$ cat src/rtl/vxe_mem_hub_us_arb.sv
// Round-robin arbiter feeding one memory-hub master request FIFO from NCLI
// client request FIFOs, with a bounded sticky burst per client.
module vxe_mem_hub_us_arb #(
  parameter int NCLI      = 4,
  parameter int MAX_BURST = 4
) (
  input  logic               clk,
  input  logic               nrst,
  input  logic [NCLI-1:0]    i_rqa_vld,
  input  logic [NCLI*44-1:0] i_rqa,
  output logic [NCLI-1:0]    o_rqa_rd,
  input  logic               i_m_rqa_rdy,
  output logic [43:0]        o_m_rqa,
  output logic               o_m_rqa_wr,
  output logic               o_idle
);

  localparam int LW  = (NCLI > 1) ? $clog2(NCLI) : 1;
  localparam int LW1 = LW + 1;
  localparam logic [3:0]    MAXB     = 4'(MAX_BURST);
  localparam logic [LW-1:0] LAST_CLI = LW'(NCLI - 1);
  localparam logic [LW:0]   NCLI_W   = LW1'(NCLI);

  logic          hold_vld;
  logic [43:0]   hold_q;
  logic [LW-1:0] last_gnt;
  logic [3:0]    burst_cnt;

  logic [LW-1:0] gnt;
  logic          sticky;
  logic          accept;
  logic          found;
  logic [LW:0]   cand;
  logic [43:0]   head [NCLI];

  always_comb begin
    for (int k = 0; k < NCLI; k++) begin
      head[k] = i_rqa[44*k +: 44];
    end
  end

  // burst_cnt==0 only after reset: no client owns the port yet, so the first
  // grant rotates from last_gnt+1 (client 0) instead of sticking to NCLI-1.
  assign sticky = i_rqa_vld[last_gnt] && (burst_cnt != 4'd0) && (burst_cnt < MAXB);

  always_comb begin
    gnt   = last_gnt;
    found = 1'b0;
    cand  = '0;
    if (!sticky) begin
      for (int i = 1; i <= NCLI; i++) begin
        cand = {1'b0, last_gnt} + LW1'(i);
        if (cand >= NCLI_W) cand = cand - NCLI_W;
        if (!found && i_rqa_vld[cand[LW-1:0]]) begin
          gnt   = cand[LW-1:0];
          found = 1'b1;
        end
      end
    end
  end

  // Handshakes: a client entry transfers when i_rqa_vld[k] & o_rqa_rd[k] at a
  // clock edge; the held entry transfers to the master when hold_vld &
  // i_m_rqa_rdy (o_m_rqa_wr). The hold register refills in the cycle it drains.
  assign accept = nrst & (|i_rqa_vld) & (~hold_vld | i_m_rqa_rdy);

  always_comb begin
    o_rqa_rd = '0;
    for (int k = 0; k < NCLI; k++) begin
      o_rqa_rd[k] = accept && (gnt == LW'(k));
    end
  end

  assign o_m_rqa    = hold_q;
  assign o_m_rqa_wr = hold_vld & i_m_rqa_rdy;
  assign o_idle     = ~hold_vld & ~(|i_rqa_vld);

  always_ff @(posedge clk or negedge nrst) begin
    if (!nrst) begin
      hold_vld  <= 1'b0;
      hold_q    <= '0;
      last_gnt  <= LAST_CLI;
      burst_cnt <= 4'd0;
    end else if (accept) begin
      hold_q   <= head[gnt];
      hold_vld <= 1'b1;
      if (sticky) begin
        burst_cnt <= burst_cnt + 4'd1;
      end else begin
        burst_cnt <= 4'd1;
        last_gnt  <= gnt;
      end
    end else if (o_m_rqa_wr) begin
      hold_vld <= 1'b0;
    end
  end

endmodule

$ cat config.mk
export PLATFORM = sky130hd
export DESIGN_NAME = vxe_mem_hub_us_arb
export DESIGN_NICKNAME = d
export VERILOG_FILES = /design/src/rtl/vxe_mem_hub_us_arb.sv
export SDC_FILE = /design/constraint.sdc
export NUM_CORES = 1
export LEC_CHECK = 0
export ABC_AREA = 1
export ABC_CLOCK_PERIOD_IN_PS = 5440
export CORE_MARGIN = 2
export CORE_UTILIZATION = 30
export DETAILED_ROUTE_END_ITERATION = 10
export DONT_BUFFER_PORTS = 1
export GPL_ROUTABILITY_DRIVEN = 0
export HOLD_SLACK_MARGIN = 0.1
export SYNTH_ARGS = -nofsm -noshare
export SYNTH_HDL_FRONTEND = slang
export SYNTH_SLANG_ARGS = --single-unit
$ cat constraint.sdc
create_clock -name clk -period 5.44 [get_ports clk]
set_clock_uncertainty 0.15 [all_clocks]
set_input_delay 0.816 -clock clk [delete_from_list [all_inputs] [get_ports clk]]
set_output_delay 0.816 -clock clk [all_outputs]
set_load 0.01 [all_outputs]
Word-level counts from Yosys, hierarchy flattened
Index checks and enable logic that the tools add are counted.

word-level totals
  bits in read-only memories = 0
  input port bits = 183
  word-level logic and storage cells = 88
  memories = 0
  register bits after elaboration = 51
  bits in writable memories = 0
  output and inout bits = 50
  latch bits = 0

cells by class
  shift-type cells = 0
  bitwise gates (word level) = 9
  divide/modulo/power cells = 0
  $lt $le $gt $ge = 11
  add/sub/neg operators = 9
  multiplexer cells = 35
  equality and inequality tests = 3
  multipliers = 0
  reduce and logical (&&, ||, !) cells = 17

operators by type and width
  kind                   number
  $bmux W44 S2           1
  $mux W44               2
  $mux W2                13
  $ge A3 B3 Y1 const B   5
  $lt A2 B3 Y1 const B   5
  $mux W1                13
  $bmux W1 S2            5
  $logic_and A1 B1 Y1    9
  $sub A2 B1 Y2 const B  4
  $add A2 B2 Y3 const B  2
  $add A4 B1 Y4 const B  1
  $and A1 B1 Y1          4
  $eq A2 B2 Y1 const B   2
  $lt A4 B3 Y1 const B   1
  $mux W4                1
  $reduce_bool A4 Y1     1
  $reduce_or A4 Y1       1
  $add A2 B1 Y3 const B  1
  $add A2 B3 Y3 const B  1
  $logic_not A1 Y1       3
  $not A1 Y1             3
  $not A2 Y3             1
  $eq A2 B1 Y1 const B   1
  $logic_not A2 Y1       1
  other kinds (3)        3

Logic depth before layout (Yosys ltp)
Gate-level depths: netlist (run 1).

  depth after elaboration = 25
  gate-level depth with buffers = 17
  gate-level depth less buffers = 15

Worst setup path before layout (run 1)
No wires, ideal clock.

  path type = in2out
  from = in i_rqa_vld[3]
  to = out o_rqa_rd[1]
  stages = 12
  arrival time = 2036 ps
  path slack = 2438 ps
  data required time = 4474 ps
  path buffers = 2
  cells stage by stage = nand2_1 > nand3_1 > o21ai_1 > inv_2 > nand3_4 > inv_4 > nand2_4 > buf_6 > buf_6 > nand2_2 > inv_1 > nor3_1

between the ends
  longest elaborated chain between the ends = 18
  elaborated cells between the ends (all ways) = 34
  those cells by class = eq/ne: 1; mux: 21; bitwise: 2; reduce/logical: 10

RTL lines
  item                           line  RTL
  start, declared                9     input logic [NCLI-1:0] i_rqa_vld,
  $bmux W1 S2                    54    if (!found && i_rqa_vld[cand[LW-1:0]]) begin
  $mux W1 (implied by the code)  54
  $mux W1                        54
  $mux W1                        50    if (!sticky) begin
  $logic_not A1 Y1               54
  $logic_and A1 B1 Y1            54
  $mux W1                        54
  $mux W1                        50
  [... 2 more ...]               n/a
  $mux W1                        54
  $mux W1                        50
  $logic_not A1 Y1               54
  $logic_and A1 B1 Y1            54
  $mux W2                        54
  $mux W2                        50
  $eq A2 B1 Y1                   70    o_rqa_rd[k] = accept && (gnt == LW'(k));
  $logic_and A1 B1 Y1 (*)        70
  end, declared                  11    output logic [NCLI-1:0] o_rqa_rd,

Mark *: on every way between the ends. The rest lies on a longest branch, timed or not. The select of a mux whose other input is x is not followed.

Final worst setup path (run 1)
  from = reg last_gnt[0]
  to = out o_rqa_rd[3]

between the ends
  longest elaborated chain between the ends = 22
  elaborated cells between the ends (all ways) = 51
  those cells by class = add/sub: 8; order compare: 4; eq/ne: 1; mux: 29; reduce/logical: 9

RTL lines
  item                                           line  RTL
  start, declared                                26    logic [LW-1:0] last_gnt;
  start signal, assigned                         91    last_gnt <= gnt;
  $add A2 B1 Y3                                  52    cand = {1'b0, last_gnt} + LW1'(i);
  $ge A3 B3 Y1 or $sub A2 B1 Y2 (tied branches)  53    if (cand >= NCLI_W) cand = cand - NCLI_W;
  $mux W2                                        53
  $mux W2                                        50
  $bmux W1 S2                                    54
  $mux W1 (implied by the code)                  54
  $mux W1                                        54
  $mux W1                                        50
  [... 6 more ...]                               n/a
  $mux W1                                        54
  $mux W1                                        50
  $logic_not A1 Y1                               54
  $logic_and A1 B1 Y1                            54
  $mux W2                                        54
  $mux W2 (*)                                    50
  $eq A2 B2 Y1 (*)                               70
  $logic_and A1 B1 Y1 (*)                        70

Marks and branches as above.

==> results of run 1 <==
==> synthesized netlist by cell type <==
library cell and instances:
ha_1 2, clkbuf_1 6, o21ai_0 6, inv_2 3, dfstp_2 2, nor2_4 1, nand3_2 8, nand3_4 3
nor3_1 4, o21ai_1 2, dfrtp_1 49, buf_2 32, nand2_2 9, nor2_1 3, inv_1 101, a21oi_1 2
buf_8 1, buf_6 13, inv_4 2, nor4_1 1, nand3_1 227, buf_4 3, buf_1 3, clkinv_2 1
nand2_4 4, nand2_1 298
==> metrics by stage <==
stage | hold slack (ns) | area, um^2 | util [%] | cells | power [mW]
2_1_floorplan | 0.287 | 4680 | - | 786 | 3.63
3_3_place_gp | 0.304 | 4580 | 30.2 | 921 | 4.02
3_5_place_dp | 0.307 | 4580 | 30.2 | 921 | 4.03
4_1_cts | 0.193 | 4760 | 31.3 | 930 | 4.38
5_1_grt | 0.182 | 4760 | 31.3 | 930 | 4.85
6_report | 0.209 | 4760 | 31.3 | 930 | 4.33
==> final cells by class <==
class / instances / area share (%)
multi-input combinational: 570 / 55.2
clock buffer: 7 / 3.00
clock inverter: 1 / 0.105
inverter: 107 / 8.57
tap: 188 / 4.94
timing repair buffer: 6 / 1.37
sequential: 51 / 26.9
==> sequential cells by signal (all words and copies together), names as in the netlist <==
signal / count
o_m_rqa: 44
hold_vld: 1
burst_cnt: 4
last_gnt: 2
==> path summary, 6_finish.rpt <==
check / end / slack, ns
worst max register to register: o_m_rqa[25]$_DFFE_PN0P_ / 2.16
worst min register to register: burst_cnt[3]$_DFFE_PN0P_ / 0.32
max in group asynchronous: o_m_rqa[39]$_DFFE_PN0P_ / 4.69
min in group clk: burst_cnt[3]$_DFFE_PN0P_ / 0.32
worst min-delay path: last_gnt[1]$_DFFE_PN1P_ / 0.21
worst max-delay path: o_rqa_rd[3] / 1.58
==> repair_timing <==
action                    in CTS  in global routing
hold buffers                   1                  0
resized for setup              0                  0
hold endpoints to repair      49                  0
==> cell families (layout without fill, tap and decap cells) <==
family	after synthesis	after routing	share of synthesized area, %
and+or+nand+nor	558	558	54.3
buffers and inverters	165	121	16.8
AOI/OAI and AO/OA	10	10	1.07
adders and majority gates	2	2	0.535
DFF	51	51	27.3
==> power by group <==
part	switching [mW]	internal, mW	total [mW]
combinational	2.25	0.958	3.21
clock	0.141	0.183	0.324
sequential	0.226	0.566	0.792
==> per-layer routing <==
metal | vias to the layer above | global-route usage (%) | share of wire (%)
li1 | 2371 | - | -
met1 | 2151 | 20.2 | 43
met2 | 206 | 29.1 | 48
met3 | 6 | 4.49 | 8.5
met4 | 2 | 3.07 | 0.79
met5 | - | 0 | 0.049
==> results.ini, run 1 <==
[clock_network]
cts-root-buf=clkbuf_16
post-cts-setup-buffer-count=0
clk_path_buf_depth=2
htreeDepth=2
numCtsBuffers=5
clk_latency_ns=0.29
cts_tree=done
path_clk_slew_ns=0.07
numClockSinks=51

[worst_setup_path]
cp_slowest_cell=dfstp_2
worstReg2RegStart=last_gnt[0]$_DFFE_PN1P_
cp_top_family=simple AND/OR/NAND/NOR gates
critPathLaunchType=flip-flop
cp.arrival_ns=2.89
end_kind=output port
path_max_fanout=45
cp_cell_sequence=inv_2 -> nand2_1 -> nand2_1 -> nand2_2 -> nand2_4 -> clkinv_2 -> nand3_4 -> nand2_2 -> nand3_4 -> nand2_2 -> inv_1 -> nor3_1
critPathKind=flip-flop to output port
cp.depth=12
cp_data_required_time_ns=4.47
reg2regPathDepth=15
path_buf_inv=3
worstSetupStartpoint=last_gnt[0]$_DFFE_PN1P_
max_stage_delay_ns=0.70
crit_top_cell=nand2_2

[hold_path]
hp-class=input port to async pin

[cells_and_area]
multiInputGateArea_um2=2630
regArea_um2=1280
fin_nets=926
syn_to_final_growth_pct=1.77
layout.cells.most_common_list=nand2_1, nand3_1, inv_1
antennaDiodeCount=0
final_common_cell=nand2_1
drive_above_1_share_pct=6.47
nFillCells=1717

[yosys]
syn_nets=971
synth_area_leaders=dfrtp_1, nand3_1, nand2_1
ys_ff_latch=51
synth_cell_type_count=26
synth_cells=786
syn-cell-area_um2=4680
syn_avg_cell_area_um2=5.95
yosysTopAreaCellShare_pct=26.2
synth_top_area_cell=dfrtp_1
synth-warning-count=0
ys_seq_area_share_pct=27.3

[sta]
rsz0062_at_grt=no
drv_slew=0
slew-limit-headroom_pct=34.9
layout_setup_ws_ns=1.58
timing.fmax_ghz=0.259
hold_viol=0
layout_min_cycle_time_ns=3.86
worst_slew_pin_slew_ns=0.977
setup-tns-final_ns=0
finalCritPeriodShare_pct=70.9
setup_violations=0

[power]
ir_drop_mv=0.537
power_density_nw_per_um2=909
power.leakage_nw=2.87

[routing]
drc=0
routed_via_density=5.09
drt_iter0_drc=184
wirelength_um=14300
num_vias=4736
antenna_left=0
routedWlPerCell_um=15.4
drtPass1Iterations=4

[place]
dp_hpwl_um=9850
io_buffers=0
dpl_worst_slack_ns=1.89

[global_route]
overflow=0
grt_pass1_vias=4211
grt_start_max_net_pins=89
antenna_found_initial=0
grt_pass1_wl_um=21600
gr-usage-all-layers_pct=16.5

[die]
ios=233
die-area_um2=16600
chipHeight_um=129
initial_core_util_pct=30.8
die_w_um=129
coreArea_um2=15200
num_rows=45

[status]
status=completed

[run]
drv_cap=0

No activity file was read; power rests on OpenSTA's default activity.
==> run 2: changes to the inputs <==
--- a/config.mk
+++ b/config.mk
@@ -5,8 +5,8 @@
 export SDC_FILE = /design/constraint.sdc
 export NUM_CORES = 1
 export LEC_CHECK = 0
-export ABC_AREA = 1
-export ABC_CLOCK_PERIOD_IN_PS = 5440
+export ABC_AREA = 0
+export ABC_CLOCK_PERIOD_IN_PS = 3850
 export CORE_MARGIN = 2
 export CORE_UTILIZATION = 30
 export DETAILED_ROUTE_END_ITERATION = 10
==> constraint.sdc (replaced) <==
create_clock -name clk -period 3.85 [get_ports clk]
set_clock_uncertainty 0.15 [all_clocks]
set_input_delay 0.5775 -clock clk [delete_from_list [all_inputs] [get_ports clk]]
set_output_delay 0.5775 -clock clk [all_outputs]
set_load 0.01 [all_outputs]
==> run 2 against run 1 <==
  * Non-clock buffer count rose by 14
  * Combinational power rose by 23%
  * Synthesized cell count is 2.3% lower
  * First-iteration DRC count grew to 3.5 times the previous value
  * Sequential power is 39% higher
  * Worst setup slack worse by 1.2 ns
  * Hold slack better by 0.026 ns
  * Final cell count increased by 0.65%
  * Largest cell class unchanged
  * Highest routed layer is now met4
==> results.ini, run 2 <==
[global_route]
antenna_found_initial=1  ; +1
grt_use_met2_pct=30.1  ; +0.99 points
grt_pass1_wl_um=32700  ; +51%
grt_start_max_net_pins=95  ; +6.7%
met1_usage_pct=27.0  ; +6.8 points
grt_pass1_vias=5636  ; +34%
met3_usage_pct=6.20  ; +1.7 points
busiest_layer=met2
overflow=0  ; unchanged
gr-usage-all-layers_pct=19.8  ; +3.3 points

[sta]
worst_slew_pin_slew_ns=0.939  ; -0.0377 ns
setup-tns-final_ns=0  ; unchanged
finalCritPeriodShare_pct=91.3
drv_slew=0  ; unchanged
rsz0062_at_grt=no
hold_viol=0  ; unchanged
setup_violations=0  ; unchanged
timing.fmax_ghz=0.285
layout_min_cycle_time_ns=3.51
slew-limit-headroom_pct=37.4  ; +2.5 points

[status]
status=completed

[clock_network]
numCtsBuffers=5  ; unchanged
numClockSinks=51  ; unchanged
htreeDepth=2  ; unchanged
clk_path_buf_depth=2  ; unchanged
clk_latency_ns=0.30  ; about the same
cts_tree=done
path_clk_slew_ns=0.07  ; about the same
cts-root-buf=clkbuf_16

[cells_and_area]
fin_nets=855  ; -7.7%
postLayoutCellArea_um2=6100  ; +28%
final_common_cell=nand2_1
layout.cells.most_common_list=nand2_1, o311a_1, a2111oi_0, a311oi_1, dfrtp_1
largest_reg_flops=44  ; unchanged
antennaDiodeCount=0  ; unchanged
nFillCells=2087  ; +22%
regArea_um2=1280  ; +0.29%
drive_above_1_share_pct=5.66  ; -0.81 points
multiInputGateArea_um2=4060  ; +55%
syn_to_final_growth_pct=4.32
fin_util_pct=31.6  ; +0.34 points

[yosys]
synth_top_area_cell=dfrtp_1
synth_cell_type_count=39  ; +50%
synth_ff_type=dfrtp_1
synth-warning-count=0  ; unchanged
ys_ff_latch=51  ; unchanged
synth_area_leaders=dfrtp_1, o311a_1, nand2_1
syn-cell-area_um2=5850  ; +25%
ys_seq_area_share_pct=21.9  ; -5.5 points
synth_edf_count=0  ; unchanged
syn_nets=953  ; -1.9%
synth-async-reset-ratio_pct=100  ; unchanged
syn_avg_cell_area_um2=7.61  ; +28%
synth_cells=768  ; -2.3%
synth_common_cells=nand2_1, clkbuf_1, a2111oi_0, a311oi_1, o311a_1
yosysMostFrequentCell=nand2_1
yosysTopAreaCellShare_pct=21.0  ; -5.2 points

[routing]
drtPass1Iterations=6  ; +2
drc=0  ; unchanged
wirelength_um=21800  ; +52%
antenna_left=0  ; unchanged
drt_iter0_drc=639  ; +250%
routed_via_density=6.95  ; +36%
num_vias=6501  ; +37%
routedWlPerCell_um=23.3  ; +51%

[die]
die-area_um2=20600  ; +24%
coreArea_um2=19300  ; +27%
num_rows=51  ; +13%
die_w_um=144  ; +11%
chipHeight_um=144  ; +11%
initial_core_util_pct=30.3  ; -0.43 points
ios=233  ; unchanged

[hold_path]
hp-class=input port to flip-flop
hp-start=nrst

[run]
drv_cap=0  ; unchanged

[power]
power_density_nw_per_um2=912  ; +0.37%
ir_drop_mv=0.578  ; +7.8%
power.leakage_nw=2.26  ; -21%

[place]
io_buffers=0  ; unchanged
dp_hpwl_um=13500  ; +37%
dpl_cell_area_um2=5900  ; +29%

[worst_setup_path]
cp.arrival_ns=2.79  ; -0.10 ns
critPathKind=flip-flop to output port
cp_data_required_time_ns=3.12  ; -1.35 ns
end_kind=output port
worstSetupStartpoint=last_gnt[0]$_DFFE_PN1P_
path_max_fanout=19  ; -58%
critPathLaunchType=flip-flop
worstReg2RegStart=last_gnt[0]$_DFFE_PN1P_

-- run 2: cell count changes after synthesis, sizes merged, moves of 87 or more --
cell / previous run / this run
nand2: 311 / 224
nand3: 238 / 6
clkbuf: 6 / 109
inv: 106 / 3
a311oi: 0 / 88
o311a: 0 / 88
a2111oi: 0 / 88
-- run 2: layout make-up --
type | count | share of cell area (%)
flip-flops and latches | 51 | 21.0
multi-input cells | 589 | 66.6
clock buffers | 8 | 2.56
inverters | 3 | 0.267
well taps | 265 | 5.44
repair buffers | 20 | 4.06
-- run 2: kinds of logic after synthesis --
| group | Yosys count | share of synthesized area, % |
|---|---|---|
| flip-flops | 51 | 21.9 |
| AO/OA/AOI/OAI | 320 | 49.4 |
| XOR/XNOR | 3 | 0.450 |
| buffers and inverters | 128 | 9.18 |
| multiplexers | 1 | 0.385 |
| AND/OR/NAND/NOR | 263 | 18.3 |
| adder cells (fa/ha/maj) | 2 | 0.428 |
-- run 2: worst max-delay path, cell delays in order, from the launching register on --
cell and delay, ns:
dfstp_4 0.65, mux4_2 0.53, a221o_1 0.31, a22o_1 0.26, nand2b_2 0.42, nor2_1 0.30
-- run 2: report_power, final --
part	internal [mW]	switching [mW]	leakage, nW
Sequential	0.787	0.309	0.639
Clock	0.278	0.225	0.0772
Combinational	1.40	2.56	1.54
Total	2.47	3.10	2.26
-- run 2: routing by layer --
layer / share of wire (%) / vias up
met5: 0 / -
met2: 47 / 298
met3: 9.8 / 37
met1: 42 / 3187
met4: 1.9 / 0
li1: - / 2979
-- run 2: repair_timing --
action / in CTS / in global routing
resized for setup: 0 / 0
hold buffers: 2 / 0
hold endpoints to repair: 51 / 0
buffers inserted: 0 / 0
-- run 2: per-stage QoR --
step,total power [mW],instances,setup WS (ns),hold WS (ns)
2_1_floorplan,4.18,768,0.705,0.132
3_3_place_gp,4.91,926,0.628,0.134
3_5_place_dp,5.03,926,0.580,0.134
4_1_cts,5.56,936,0.328,0.218
5_1_grt,6.06,936,0.0823,0.216
6_report,5.56,936,0.335,0.235
-- run 2: worst paths after layout --
check | slack, ns | end | cells past startpoint
max reg2reg | 0.49 | o_m_rqa[29]$_DFFE_PN0P_ | 7
max | 0.34 | o_rqa_rd[0] | 5
min in group asynchronous | 0.64 | o_m_rqa[40]$_DFFE_PN0P_ | 2
max in group asynchronous | 2.61 | last_gnt[1]$_DFFE_PN1P_ | 2
min | 0.24 | hold_vld$_DFFE_PN0P_ | 2
min reg2reg | 0.36 | burst_cnt[3]$_DFFE_PN0P_ | 1
==> run 3: changes to the inputs <==
--- a/config.mk
+++ b/config.mk
@@ -8,11 +8,12 @@
 export ABC_AREA = 0
 export ABC_CLOCK_PERIOD_IN_PS = 3850
 export CORE_MARGIN = 2
-export CORE_UTILIZATION = 30
+export CORE_UTILIZATION = 66
 export DETAILED_ROUTE_END_ITERATION = 10
 export DONT_BUFFER_PORTS = 1
 export GPL_ROUTABILITY_DRIVEN = 0
 export HOLD_SLACK_MARGIN = 0.1
+export PLACE_DENSITY = 0.82
 export SYNTH_ARGS = -nofsm -noshare
 export SYNTH_HDL_FRONTEND = slang
 export SYNTH_SLANG_ARGS = --single-unit
==> run 3 against run 2 <==
  * Clock power fell by 29%
  * Fmax rose by 2.1%
  * Power fell by 5.7%
  * Worst setup slack improved by 0.072 ns
  * Sequential power barely moved
  * Register-to-register slack got worse by 0.08 ns
  * Via count rose by 2.3%
  * Core utilization rose by 35 points
  * Final area fell by 5.1%
  * Hold slack got worse by 0.025 ns
  * Highest routed layer unchanged
==> results.ini, run 3 (synthesis gave the netlist of run 2 again) <==
[die]
ios=233  ; unchanged
chipHeight_um=98.1  ; -32%
die_w_um=98.1  ; -32%
coreArea_um2=8640  ; -55%
initial_core_util_pct=67.7  ; +37 points
num_rows=34  ; -33%
die-area_um2=9630  ; -53%

[clock_network]
clk_path_buf_depth=2  ; unchanged
htreeDepth=2  ; unchanged
hold_buffers=2  ; unchanged
path_clk_slew_ns=0.11  ; +0.04 ns
numCtsBuffers=5  ; unchanged
cts_tree=done
post-cts-setup-buffer-count=0  ; unchanged
clk_latency_ns=0.31  ; about the same
cts-root-buf=clkbuf_8
numClockSinks=51  ; unchanged
cts_repair_resize_count=0  ; unchanged

[power]
power_density_nw_per_um2=907  ; -0.57%
power_mw=5.25  ; -5.7%
power.leakage_nw=2.22  ; -2.0%
ir_drop_mv=0.529  ; -8.6%

[global_route]
antenna_found_initial=0  ; -1
grt_start_max_net_pins=117  ; +23%
overflow=0  ; unchanged
gr-usage-all-layers_pct=36.7  ; +17 points
grt_pass1_wl_um=30200  ; -7.4%
grt_pass1_vias=6081  ; +7.9%

[routing]
antenna_left=0  ; unchanged
num_vias=6652  ; +2.3%
dr_wl_met3_um=2430  ; +14%
routed_via_density=8.53  ; +23%
routedWlPerCell_um=24.2  ; +3.9%
wirelength_um=18900  ; -13%
drt_iter0_drc=596  ; -6.7%
wl_met2_um=8950  ; -12%
routed.top_layer=met4
drc=0  ; unchanged
drtPass1Iterations=5  ; -1
wl_met1_um=7160  ; -22%

[worst_setup_path]
path_max_fanout=116  ; +97
critPathLaunchType=flip-flop
end_kind=flip-flop
cp_data_required_time_ns=3.87  ; +0.75 ns
cp.arrival_ns=3.46  ; +0.67 ns
reg2regPathDepth=6  ; -1
critPathKind=flip-flop to flip-flop

[sta]
drv_slew=0  ; unchanged
finalCritPeriodShare_pct=89.4  ; -1.9 points
setup_violations=0  ; unchanged
holdWs_ns=0.210  ; -0.0248 ns
timing.fmax_ghz=0.290  ; +2.1%
rsz0062_at_grt=no
setup-tns-final_ns=0  ; unchanged
worst_slew_pin_slew_ns=1.09  ; +0.147 ns
hold_viol=0  ; unchanged
layout_min_cycle_time_ns=3.44  ; -0.0720 ns
slew-limit-headroom_pct=27.6  ; -9.8 points

[place]
dp_hpwl_um=11700  ; -13%
io_buffers=0  ; unchanged

[cells_and_area]
layout.cells.most_common_list=nand2_1, o311a_1, a2111oi_0, a311oi_1, dfrtp_1
fin_util_pct=67.0  ; +35 points
nFillCells=745  ; -64%
antennaDiodeCount=0  ; unchanged
syn_to_final_growth_pct=-1.05
drive_above_1_share_pct=5.80  ; +0.14 points
largest_reg_flops=44  ; unchanged
fin_nets=856  ; +0.12%
final_common_cell=nand2_1

[status]
status=completed

[hold_path]
holdPathStages=2  ; unchanged
hp-class=input port to flip-flop

[run]
drv_cap=0  ; unchanged

run 3: cell types whose count changed in the layout (fill, tap and decap cells not counted), moves of 4 or more:
| cell | change |
|---|---|
| clkbuf_16 | -5 |
| buf_12 | -5 |
| buf_4 | +6 |
| clkbuf_8 | +4 |
run 3: cell type report:
class	count	area, um^2	area share [%]
well taps	108	135	2.34
repair buffers	21	193	3.33
clock inverters	2	16.3	0.281
multi-input cells	589	4060	70.2
clock buffers	6	82.6	1.43
inverters	3	13.8	0.238
flip-flops and latches	51	1280	22.2
run 3: final timing paths:
path	start	end	slack, ns
max in group asynchronous	nrst	last_gnt[1]$_DFFE_PN1P_	2.64
max reg2reg	last_gnt[0]$_DFFE_PN1P_	o_m_rqa[30]$_DFFE_PN0P_	0.41
min reg2reg	burst_cnt[3]$_DFFE_PN0P_	burst_cnt[3]$_DFFE_PN0P_	0.37
max	last_gnt[0]$_DFFE_PN1P_	o_m_rqa[30]$_DFFE_PN0P_	0.41
min in group asynchronous	nrst	o_m_rqa[7]$_DFFE_PN0P_	0.61
min	nrst	hold_vld$_DFFE_PN0P_	0.21
run 3: per-stage QoR:
step / worst slack, ns / cells / instance area (um^2)
2_1_floorplan: 0.705 / 768 / 5850
6_report: 0.407 / 780 / 5780
4_1_cts: 0.476 / 780 / 5780
3_5_place_dp: 0.515 / 770 / 5650
5_1_grt: 0.301 / 780 / 5780
3_3_place_gp: 0.710 / 770 / 5650
run 3: metal layers:
metal / GRT usage, % / vias to the layer above
met1: 49.2 / 3167
met5: 0 / -
met2: 57.2 / 469
met4: 11.6 / 0
li1: - / 2977
met3: 11.0 / 39
run 3: power breakdown:
group,switching (mW),total (mW),internal (mW)
clock network,0.207,0.355,0.148
logic,2.46,3.79,1.34
registers,0.314,1.10,0.786
total,2.98,5.25,2.27
run 3: critical path, stage by stage, from the launching register on:
cell,delay [ns]
dfstp_4,0.72
mux4_2,0.55
and2_4,0.47
buf_4,0.40
o311a_1,0.38
a311oi_1,0.41
o221ai_1,0.19
